==> config.mk <==
export PLATFORM = sky130hd
export DESIGN_NAME = dpram_port_arbiter
export DESIGN_NICKNAME = d
export VERILOG_FILES = /design/src/rtl/dpram_port_arbiter.sv
export SDC_FILE = /design/constraint.sdc
export NUM_CORES = 1
export LEC_CHECK = 0
export CORE_MARGIN = 2
export CORE_UTILIZATION = 38
export CTS_CLUSTER_SIZE = 14
export DETAILED_ROUTE_END_ITERATION = 10
export PLACE_DENSITY_LB_ADDON = 0.1
export SLEW_MARGIN = 5
export SYNTH_ARGS = -nofsm -noshare
export SYNTH_HDL_FRONTEND = slang
export SYNTH_SLANG_ARGS = --single-unit
==> constraint.sdc <==
create_clock -name clk_i -period 1.5 [get_ports clk_i]
set_input_delay 0.15 -clock clk_i [delete_from_list [all_inputs] [get_ports clk_i]]
set_output_delay 0.15 -clock clk_i [all_outputs]
set_load 0.005 [all_outputs]
==> src/rtl/dpram_port_arbiter.sv <==
// ----------------------------------------------------------------------------
// dpram_port_arbiter
//
// Shares a single synchronous RAM port between two requesters. A lone request
// is granted in the cycle it is raised. When both requesters ask at once, a
// round-robin pointer gives the grant to the one served least recently. Each
// granted access is issued to the RAM on the following cycle. A granted read
// returns its data to the owning requester two cycles after the grant.
//
// Ports
//   clk_i            single clock, rising edge
//   rst_ni           asynchronous active-low reset
//   reqX_i           requester X access request; weX_i/addrX_i/dinX_i stay
//                    stable until gntX_o
//   weX_i            requester X: 1 = write, 0 = read
//   addrX_i          requester X address
//   dinX_i           requester X write data
//   gntX_o           combinational; request X is accepted at this rising edge
//   rvalidX_o        registered; doutX_o carries requester X read data
//   doutX_o          requester X read data; holds its value while rvalidX_o low
//   ram_we_o         registered RAM write enable
//   ram_addr_o       registered RAM address
//   ram_din_o        registered RAM write data
//   ram_dout_i       RAM read data, valid one cycle after the RAM samples
//                    ram_addr_o
//   conflict_cnt_o   saturating count of cycles with both requests high
// ----------------------------------------------------------------------------
module dpram_port_arbiter #(
    parameter int ADDR_W = 4,
    parameter int DATA_W = 8
) (
    input  logic              clk_i,
    input  logic              rst_ni,

    input  logic              req0_i,
    input  logic              we0_i,
    input  logic [ADDR_W-1:0] addr0_i,
    input  logic [DATA_W-1:0] din0_i,
    output logic              gnt0_o,
    output logic              rvalid0_o,
    output logic [DATA_W-1:0] dout0_o,

    input  logic              req1_i,
    input  logic              we1_i,
    input  logic [ADDR_W-1:0] addr1_i,
    input  logic [DATA_W-1:0] din1_i,
    output logic              gnt1_o,
    output logic              rvalid1_o,
    output logic [DATA_W-1:0] dout1_o,

    output logic              ram_we_o,
    output logic [ADDR_W-1:0] ram_addr_o,
    output logic [DATA_W-1:0] ram_din_o,
    input  logic [DATA_W-1:0] ram_dout_i,

    output logic [7:0]        conflict_cnt_o
);

    // Round-robin pointer: id of the requester granted most recently.
    logic              last_gnt_q, last_gnt_d;

    // Stage 1: access presented to the RAM.
    logic              ram_we_q,   ram_we_d;
    logic [ADDR_W-1:0] ram_addr_q, ram_addr_d;
    logic [DATA_W-1:0] ram_din_q,  ram_din_d;
    logic              s1_rd_q,    s1_rd_d;
    logic              s1_id_q,    s1_id_d;

    // Stage 2: read data returned to its owner.
    logic              rvalid0_q,  rvalid0_d;
    logic              rvalid1_q,  rvalid1_d;
    logic [DATA_W-1:0] hold0_q,    hold0_d;
    logic [DATA_W-1:0] hold1_q,    hold1_d;

    logic [7:0]        cnt_q,      cnt_d;

    logic              gnt0, gnt1, any_gnt, sel_we;
    logic [ADDR_W-1:0] sel_addr;
    logic [DATA_W-1:0] sel_din;

    // Grants are forced low while reset is asserted. On a tie, requester 0
    // wins only if requester 1 was served last, and vice versa, so the two
    // grants can never be high together.
    always_comb begin
        gnt0     = rst_ni & req0_i & (~req1_i | last_gnt_q);
        gnt1     = rst_ni & req1_i & (~req0_i | ~last_gnt_q);
        any_gnt  = gnt0 | gnt1;
        sel_we   = gnt0 ? we0_i   : we1_i;
        sel_addr = gnt0 ? addr0_i : addr1_i;
        sel_din  = gnt0 ? din0_i  : din1_i;
    end

    always_comb begin
        last_gnt_d = last_gnt_q;
        if (gnt0) begin
            last_gnt_d = 1'b0;
        end else if (gnt1) begin
            last_gnt_d = 1'b1;
        end

        // Without a grant, address and data hold; only the enable drops.
        ram_we_d   = any_gnt & sel_we;
        ram_addr_d = any_gnt ? sel_addr : ram_addr_q;
        ram_din_d  = any_gnt ? sel_din  : ram_din_q;
        s1_rd_d    = any_gnt & ~sel_we;
        s1_id_d    = gnt1;

        rvalid0_d  = s1_rd_q & ~s1_id_q;
        rvalid1_d  = s1_rd_q &  s1_id_q;

        // RAM data is live during the rvalid cycle and captured for holding.
        hold0_d    = rvalid0_q ? ram_dout_i : hold0_q;
        hold1_d    = rvalid1_q ? ram_dout_i : hold1_q;

        cnt_d      = cnt_q;
        if (req0_i && req1_i && (cnt_q != 8'hFF)) begin
            cnt_d = cnt_q + 8'd1;
        end
    end

    always_ff @(posedge clk_i or negedge rst_ni) begin
        if (!rst_ni) begin
            last_gnt_q <= 1'b1;
            ram_we_q   <= 1'b0;
            ram_addr_q <= '0;
            ram_din_q  <= '0;
            s1_rd_q    <= 1'b0;
            s1_id_q    <= 1'b0;
            rvalid0_q  <= 1'b0;
            rvalid1_q  <= 1'b0;
            hold0_q    <= '0;
            hold1_q    <= '0;
            cnt_q      <= 8'd0;
        end else begin
            last_gnt_q <= last_gnt_d;
            ram_we_q   <= ram_we_d;
            ram_addr_q <= ram_addr_d;
            ram_din_q  <= ram_din_d;
            s1_rd_q    <= s1_rd_d;
            s1_id_q    <= s1_id_d;
            rvalid0_q  <= rvalid0_d;
            rvalid1_q  <= rvalid1_d;
            hold0_q    <= hold0_d;
            hold1_q    <= hold1_d;
            cnt_q      <= cnt_d;
        end
    end

    assign gnt0_o         = gnt0;
    assign gnt1_o         = gnt1;
    assign ram_we_o       = ram_we_q;
    assign ram_addr_o     = ram_addr_q;
    assign ram_din_o      = ram_din_q;
    assign rvalid0_o      = rvalid0_q;
    assign rvalid1_o      = rvalid1_q;
    assign dout0_o        = rvalid0_q ? ram_dout_i : hold0_q;
    assign dout1_o        = rvalid1_q ? ram_dout_i : hold1_q;
    assign conflict_cnt_o = cnt_q;

endmodule

* Word-level counts from Yosys, hierarchy flattened
Index checks and enable logic that the tools add are counted.
** Storage, ports and cells
- Flip-flop bits (word level) :: 42
- Word-level logic and storage cells :: 39
** Cells by class
- Add/subtract/negate cells :: 1
- Equal/unequal tests :: 1
- Multiplexer cells :: 7
- Bitwise logic cells :: 16
- Reductions and logical operators :: 3
** Operators by type and width (count)
- $mux 8 :: 3
- $add 8x1->8 const B :: 1
- $and 1x1->1 :: 8
- $ne 8x8->1 const B :: 1
- $not 1->1 :: 5
- $mux 4 :: 1
- $mux 1 :: 3
- $or 1x1->1 :: 3
- $logic_and 1x1->1 :: 2
- $reduce_bool 2->1 :: 1

* Longest topological paths before layout
Gate-level depths: netlist (run 1).
- Word-level depth :: 6
- Gate-level depth with buffers :: 5
- Mapped depth without buffers :: 5

* Worst setup path after synthesis (run 1)
OpenSTA, ideal clock, no wires.
- Kind :: reg-to-reg
- Start :: reg cnt_q[3] (netlist: conflict_cnt_o[3])
- End :: reg cnt_q[1] (netlist: conflict_cnt_o[1])
- Setup time :: 0.125 ns
- Arrival time :: 1.254 ns
- Required time :: 1.375 ns
- Setup slack :: 0.121 ns
- Stages on the path, launching flop included :: 5
- Buffers on the path :: 0
- Clock period less this slack :: 1.379 ns
- Cell sequence :: dfrtp_1 -> and3_1 -> nand3_2 -> o21bai_1 -> mux2_2
** Between the ends
- Cells in the longest elaborated chain, start to end :: 2
** RTL lines
- start, declared :: line 75 : logic [7:0] cnt_q, cnt_d;
- start signal, assigned :: line 145 : cnt_q <= cnt_d;
- $ne 8x8->1 :: line 116 : if (req0_i && req1_i && (cnt_q != 8'hFF)) begin
- $logic_and 1x1->1 :: line 116
Every way passes these cells.
A chain may end at the register's enable or synchronous reset.

* Worst setup path after layout (run 1)
- Start :: reg rvalid1_q (netlist: rvalid1_o)
- End :: out dout1_o[7]
** Between the ends
- Cells in the longest elaborated chain, start to end :: 1
** RTL lines
- start, declared :: line 71 : logic rvalid1_q, rvalid1_d;
- start signal, assigned :: line 142 : rvalid1_q <= rvalid1_d;
- $mux 8 :: line 157 : assign dout1_o = rvalid1_q ? ram_dout_i : hold1_q;
- end, declared :: line 49 : output logic [DATA_W-1:0] dout1_o,
Every way passes these cells.

==> results of run 1 <==
==> logic make-up after synthesis <==
logic type               count (synthesis)  share of synthesized area (%)
flip-flops                              42                           59.2
AND/OR/NAND/NOR                         33                           9.86
multiplexers                            32                           19.6
AO/OA/AOI/OAI                           24                           7.89
buffers and inverters                    6                           1.76
XOR/XNOR                                 2                          0.986
adder cells (fa/ha/maj)                  1                          0.704
==> routing by layer <==
layer / vias to the layer above / share of wire, %
met4: 0 / 0.96
met5: - / 0
met2: 47 / 54
met1: 690 / 39
met3: 4 / 5.4
li1: 706 / -
==> cell type report <==
cell class,instances,area share (%)
flip-flops and latches,42,35.1
repair buffers,110,34.8
multi-input cells,92,24.7
clock buffers,7,2.88
well taps,52,2.17
clock inverters,1,0.167
inverters,1,0.125
==> power by group <==
group	total, mW	switching, mW	internal, mW
logic	1.37	0.493	0.880
registers	1.52	0.136	1.39
clock network	0.722	0.351	0.371
total	3.62	0.980	2.64
==> timing repair <==
action / in CTS / in global routing
endpoints found under the setup margin: 18 / 19
gates cloned: 0 / 0
endpoints found under the hold margin: 2 / 0
gates resized for setup: 83 / 13
hold buffers: 1 / 0
pin swaps: 0 / 1
buffers inserted: 15 / 4
==> through the flow <==
step,cells,worst slack [ps],utilization [%],instance area [um2]
2_1_floorplan,140,121,-,1780
3_3_place_gp,282,-109,62.4,2760
3_5_place_dp,282,-139,62.4,2760
4_1_cts,306,-132,68.2,3010
5_1_grt,305,-122,67.9,3000
6_report,305,-68.0,67.9,3000
==> path summary, 6_finish.rpt <==
| kind | from | end | slack, ps | cells past startpoint |
|---|---|---|---|---|
| max | rvalid1_o$_DFF_PN0_ | dout1_o[7] | -70 | 4 |
| min | rst_ni | conflict_cnt_o[7]$_DFFE_PN0P_ | 10 | 2 |
| max reg2reg | conflict_cnt_o[1]$_DFFE_PN0P_ | conflict_cnt_o[6]$_DFFE_PN0P_ | 100 | 5 |
| min reg2reg | s1_id_q$_DFF_PN0_ | rvalid0_o$_DFF_PN0_ | 430 | 1 |
| max in group asynchronous | rst_ni | conflict_cnt_o[0]$_DFFE_PN0P_ | 1060 | 2 |
| min in group clk_i | rst_ni | last_gnt_q$_DFFE_PN1P_ | 170 | 3 |
==> synthesized netlist by cell type (all sizes together) <==
| cell | instances |
|---|---|
| a21oi | 5 |
| o21a | 1 |
| buf | 2 |
| nand2 | 19 |
| nand4 | 1 |
| o21ai | 15 |
| nor2 | 3 |
| dfstp | 1 |
| nor2b | 2 |
| and3 | 2 |
| and2 | 1 |
| nor3 | 1 |
| o21bai | 1 |
| dfrtp | 41 |
| mux2i | 13 |
| o211ai | 1 |
| nand3 | 3 |
| nand2b | 1 |
| inv | 1 |
| mux2 | 19 |
| a31oi | 1 |
| clkbuf | 3 |
| ha | 1 |
| xnor2 | 2 |
==> flip-flops by register name, indices dropped and copies added, names as in the netlist <==
| name | count |
|---|---|
| ram_addr_o | 4 |
| s1_rd_q | 1 |
| rvalid1_o | 1 |
| conflict_cnt_o | 8 |
| rvalid0_o | 1 |
| s1_id_q | 1 |
| last_gnt_q | 1 |
| hold1_q | 8 |
| ram_we_o | 1 |
| ram_din_o | 8 |
| hold0_q | 8 |
==> cells in the final DEF, fill, tap and decap left out, types with 2 or more instances in the layout <==
| master | count |
|---|---|
| and3_1 | 2 |
| buf_6 | 17 |
| clkbuf_2 | 3 |
| xnor2_1 | 2 |
| o21ai_0 | 5 |
| mux2i_1 | 12 |
| nand2_1 | 17 |
| nand3_2 | 2 |
| a21oi_1 | 4 |
| nand2_2 | 2 |
| clkbuf_8 | 6 |
| buf_4 | 24 |
| dfrtp_1 | 40 |
| buf_2 | 2 |
| nor2_1 | 2 |
| mux2_2 | 7 |
| dlygate4sd2_1 | 3 |
| mux2_4 | 12 |
| o21ai_1 | 10 |
| nor2b_1 | 2 |
| clkdlybuf4s50_1 | 57 |
| clkdlybuf4s15_1 | 2 |
==> flow_summary.ini, run 1 <==
[outcome]
status = finished with violations
violations = negative setup slack

[grt]
use_met2_pct = 32.0
grt_most_used_layer = met2
use_met1_pct = 20.1
gr-usage-all-layers_pct = 17.7
grt_pass1_wl_mm = 7.11
grt.met3_usage_pct = 4.03
grt_max_degree = 41
grt_pass1_vias = 1563
antenna_found_initial = 0
grt_overflow = 0

[synth]
synth_nets = 179
ys_warn_count = 0
ys_top_cells_by_area = dfrtp_1 (58%), mux2_2 (11%), mux2i_1 (7.3%)
yosysSeqAreaShare_pct = 59.2
synth_area_per_cell_um2 = 12.7
netlist_instances = 140
synth-seq-cells = 42
syn-cell-area_mm2 = 0.00178
ys_types = 31
yosysTopAreaCell = dfrtp_1
yosys.area.top_type_share_pct = 57.7

[drt]
vias_per_cell = 4.74
ant_nets = 0
routedWlPerCell_um = 14.6
wirelength_mm = 4.47
drc = 0
firstDrtPassIters = 4
dr_total_vias = 1447
drtIter0Drc = 74

[place]
routabilityCongestion = 0.718
hpwl_mm = 3.22
numPortBuffers = 78

[clock_network]
cts.sinks = 42
cts_buffers = 5
cts_tree = built
cts_buffer_depth = 2
cts.clk_slew.worst_paths_ps = 70
htreeDepth = 2
cts-root-buf = clkbuf_8
insertion_delay_ps = 280

[finish]
seqCellArea_mm2 = 0.00105
antenna_cells = 0
multi_input_area_um2 = 742
syn2layout_area_growth_pct = 68.8
nNetsFinal = 291
drive_gt1_share_pct = 33.2
fillers = 337

[worst_setup_path]
criticalPathCategory = reg2out
cp.arrival_ps = 1420
path_buf_inv = 3
crit_slowest_cell = dfrtp_1
cp_max_fo = 3
endpoint_kind = output port
crit_required_ps = 1350
critPathLaunchType = flop
crit_top_cell = buf_6
max_stage_delay_ps = 440
crit_chain = buf_6 -> buf_4 -> mux2_4 -> buf_6
path_delay_family = flip-flops

[sta]
finalMaxSlewViolations = 0
max_slew_margin_pct = 66.9
setup_viol = 4
max_freq_mhz = 638
skew_ps = 2.81
holdWs_ps = 11.5
min_period_ps = 1570
finalHoldViolations = 0
fin_crit_sh_pct = 105
worst_slack_ps = -68.0
worst_slew_pin_slew_ps = 496
rsz0062_at_grt = yes
tns_ps = -217

[power]
total_power_mw = 3.62
max-vdd-ir-drop_mv = 0.690
p_leak_nw = 1.36
p_per_area_mw_per_mm2 = 1210

[die]
fp.dieW_um = 72.4
fp-row-count = 24
die_area_mm2 = 0.00524
start_util_pct = 40.2
die_y_um = 72.4
boundaryPins = 79
core_area_mm2 = 0.00441

[worst_hold_path]
hp-class = in2async

[run]
drv_cap = 0
Note: power is estimated with default switching activity, not from simulation.
==> run 2, diff against run 1 <==
ABC_AREA = 1   (was default)
clock period = 1.9 ns   (was 1.5 ns; I/O delays follow)
==> run 2 against run 1 <==
The flow now finishes without violations. Synthesized cell count is 55% higher. Critical path depth is 2 lower. First-iteration DRC count is 42% lower. Combinational power is 41% lower. Wire length is 7.4% lower. Worst hold slack hardly changed.
==> flow_summary.ini, run 2 <==
[worst_setup_path]
cp.arrival_ps = 1620
criticalPathCategory = reg2out
cp_max_fo = 9
crit_required_ps = 1710
critPathLaunchType = flop
endpoint_kind = output port

[sta]
worst_slack_ps = 86.0
rsz0062_at_grt = no
fin_crit_sh_pct = 95.5
worst_slew_pin_slew_ps = 497
setup_viol = 0
min_period_ps = 1810
max_slew_margin_pct = 66.9
max_freq_mhz = 551
finalMaxSlewViolations = 0
tns_ps = 0
skew_ps = 8.15
finalHoldViolations = 0

[die]
core_area_mm2 = 0.00501
start_util_pct = 38.8
fp-row-count = 26
fp.dieW_um = 75.5
die_y_um = 75.5
die_area_mm2 = 0.00570
boundaryPins = 79

[drt]
routedWlPerCell_um = 11.2
firstDrtPassIters = 4
wirelength_mm = 4.14
ant_nets = 0
drc = 0
dr_total_vias = 1626
vias_per_cell = 4.41
drtIter0Drc = 43

[finish]
antenna_cells = 0
layout_common_cells = clkdlybuf4s50_1 (77), nand2_1 (69), dfrtp_1 (39)
final_util_pct = 57.3
design_area_mm2 = 0.00287
nNetsFinal = 337
drive_gt1_share_pct = 12.7
finalNonFillerCells = 369
final_common_cell = clkdlybuf4s50_1
syn2layout_area_growth_pct = 47.8

[place]
dpl_worst_slack_ps = 184
routabilityCongestion = 0.831
numPortBuffers = 78
placed_cell_area_mm2 = 0.00277
hpwl_mm = 2.98
dp_cells = 360

[power]
p_per_area_mw_per_mm2 = 891
max-vdd-ir-drop_mv = 0.319
p_leak_nw = 1.36

[grt]
antenna_found_initial = 0
grt_max_degree = 40
grt_pass1_vias = 1583
grt_pass1_wl_mm = 6.60
gr-usage-all-layers_pct = 15.1
grt_overflow = 0

[clock_network]
cts_buffers = 5
cts.clk_slew.worst_paths_ps = 80
insertion_delay_ps = 290
cts_tree = built
cts_buffer_depth = 2
cts.sinks = 42
post_cts_buffers = 0
htreeDepth = 2
cts-root-buf = clkbuf_8

[synth]
yosysTopAreaCell = dfrtp_1
synth_enable_flop_cells = 0
yosysMostFrequentCell = nand2_1
synth_commonest_cells = nand2_1 (69), dfrtp_1 (41), inv_1 (26)
yosys.area.top_type_share_pct = 52.8
async_reset_ff_share_pct = 100
ys_warn_count = 0
ys_types = 24
synth_nets = 256
synth_area_per_cell_um2 = 8.95
yosys_most_used_dff = dfrtp_1
netlist_instances = 217
syn-cell-area_mm2 = 0.00194
ys_top_cells_by_area = dfrtp_1 (53%), nand2_1 (13%), mux2_2 (9.3%)
yosysSeqAreaShare_pct = 54.2
synth-seq-cells = 42

[outcome]
status = completed

[worst_hold_path]
hp-class = in2async

[run]
drv_cap = 0
==> run 2: kinds of logic (layout without fill, tap and decap cells) <==
family	after synthesis	count (layout)	share of synthesized area (%)
xor+xnor	1	1	0.451
fa+ha+maj	1	1	0.644
compound gates	17	17	4.57
flops	42	42	54.2
buf+inv	35	117	7.92
simple gates	105	105	23.0
mux	16	16	9.27
==> run 2: critical path, stage by stage (launching register included) <==
cell,delay [ps]
dfrtp_2,500
mux2_2,380
clkdlybuf4s50_1,450
==> run 2: metal layers <==
metal / vias to the layer above / routed length, um / global-route usage (%)
li1: 831 / - / -
met1: 737 / 1730 / 17.1
met2: 53 / 2010 / 26.5
met3: 5 / 355 / 4.89
met4: 0 / 40 / 5.85
met5: - / 0 / 0
==> run 2: per-stage QoR <==
step                total power [mW]  hold WS [ps]
floorplan                       1.53          -106
global placement                2.01          24.9
detailed placement              2.03          26.0
CTS                             2.61          36.6
global route                    2.75          67.9
finish                          2.56          11.8
==> run 2: final cells by class <==
| cell class | instances | area [um2] |
|---|---|---|
| well taps | 70 | 87.6 |
| inverters | 28 | 105 |
| clock inverters | 2 | 13.8 |
| flip-flops and latches | 42 | 1050 |
| clock buffers | 6 | 72.6 |
| repair buffers | 81 | 801 |
| fillers | 498 | 2140 |
| multi-input cells | 140 | 737 |
==> run 2: worst paths after layout <==
kind,startpoint,endpoint,slack (ps),cells past startpoint
worst max-delay path,rvalid1_o$_DFF_PN0_,dout1_o[0],90,2
worst min-delay path,rst_ni,hold1_q[7]$_DFF_PN0_,10,2
worst max register to register,conflict_cnt_o[0]$_DFFE_PN0P_,conflict_cnt_o[2]$_DFFE_PN0P_,530,7
worst min register to register,s1_id_q$_DFF_PN0_,rvalid0_o$_DFF_PN0_,430,1
max in group asynchronous,rst_ni,ram_din_o[0]$_DFFE_PN0P_,1430,2
min in group clk_i,rst_ni,last_gnt_q$_DFFE_PN1P_,290,4
==> run 2: what timing repair did <==
action                                 in CTS  in global routing
resized for setup                           2                  0
endpoints found under the hold margin       3                  0
hold buffers                                1                  0
setup endpoints to repair                  16                  0
==> run 2: power breakdown <==
group	leakage, nW	internal (mW)	total [mW]	switching, mW
clock	0.0452	0.259	0.560	0.301
sequential	0.510	1.07	1.20	0.122
combinational	0.808	0.520	0.804	0.283
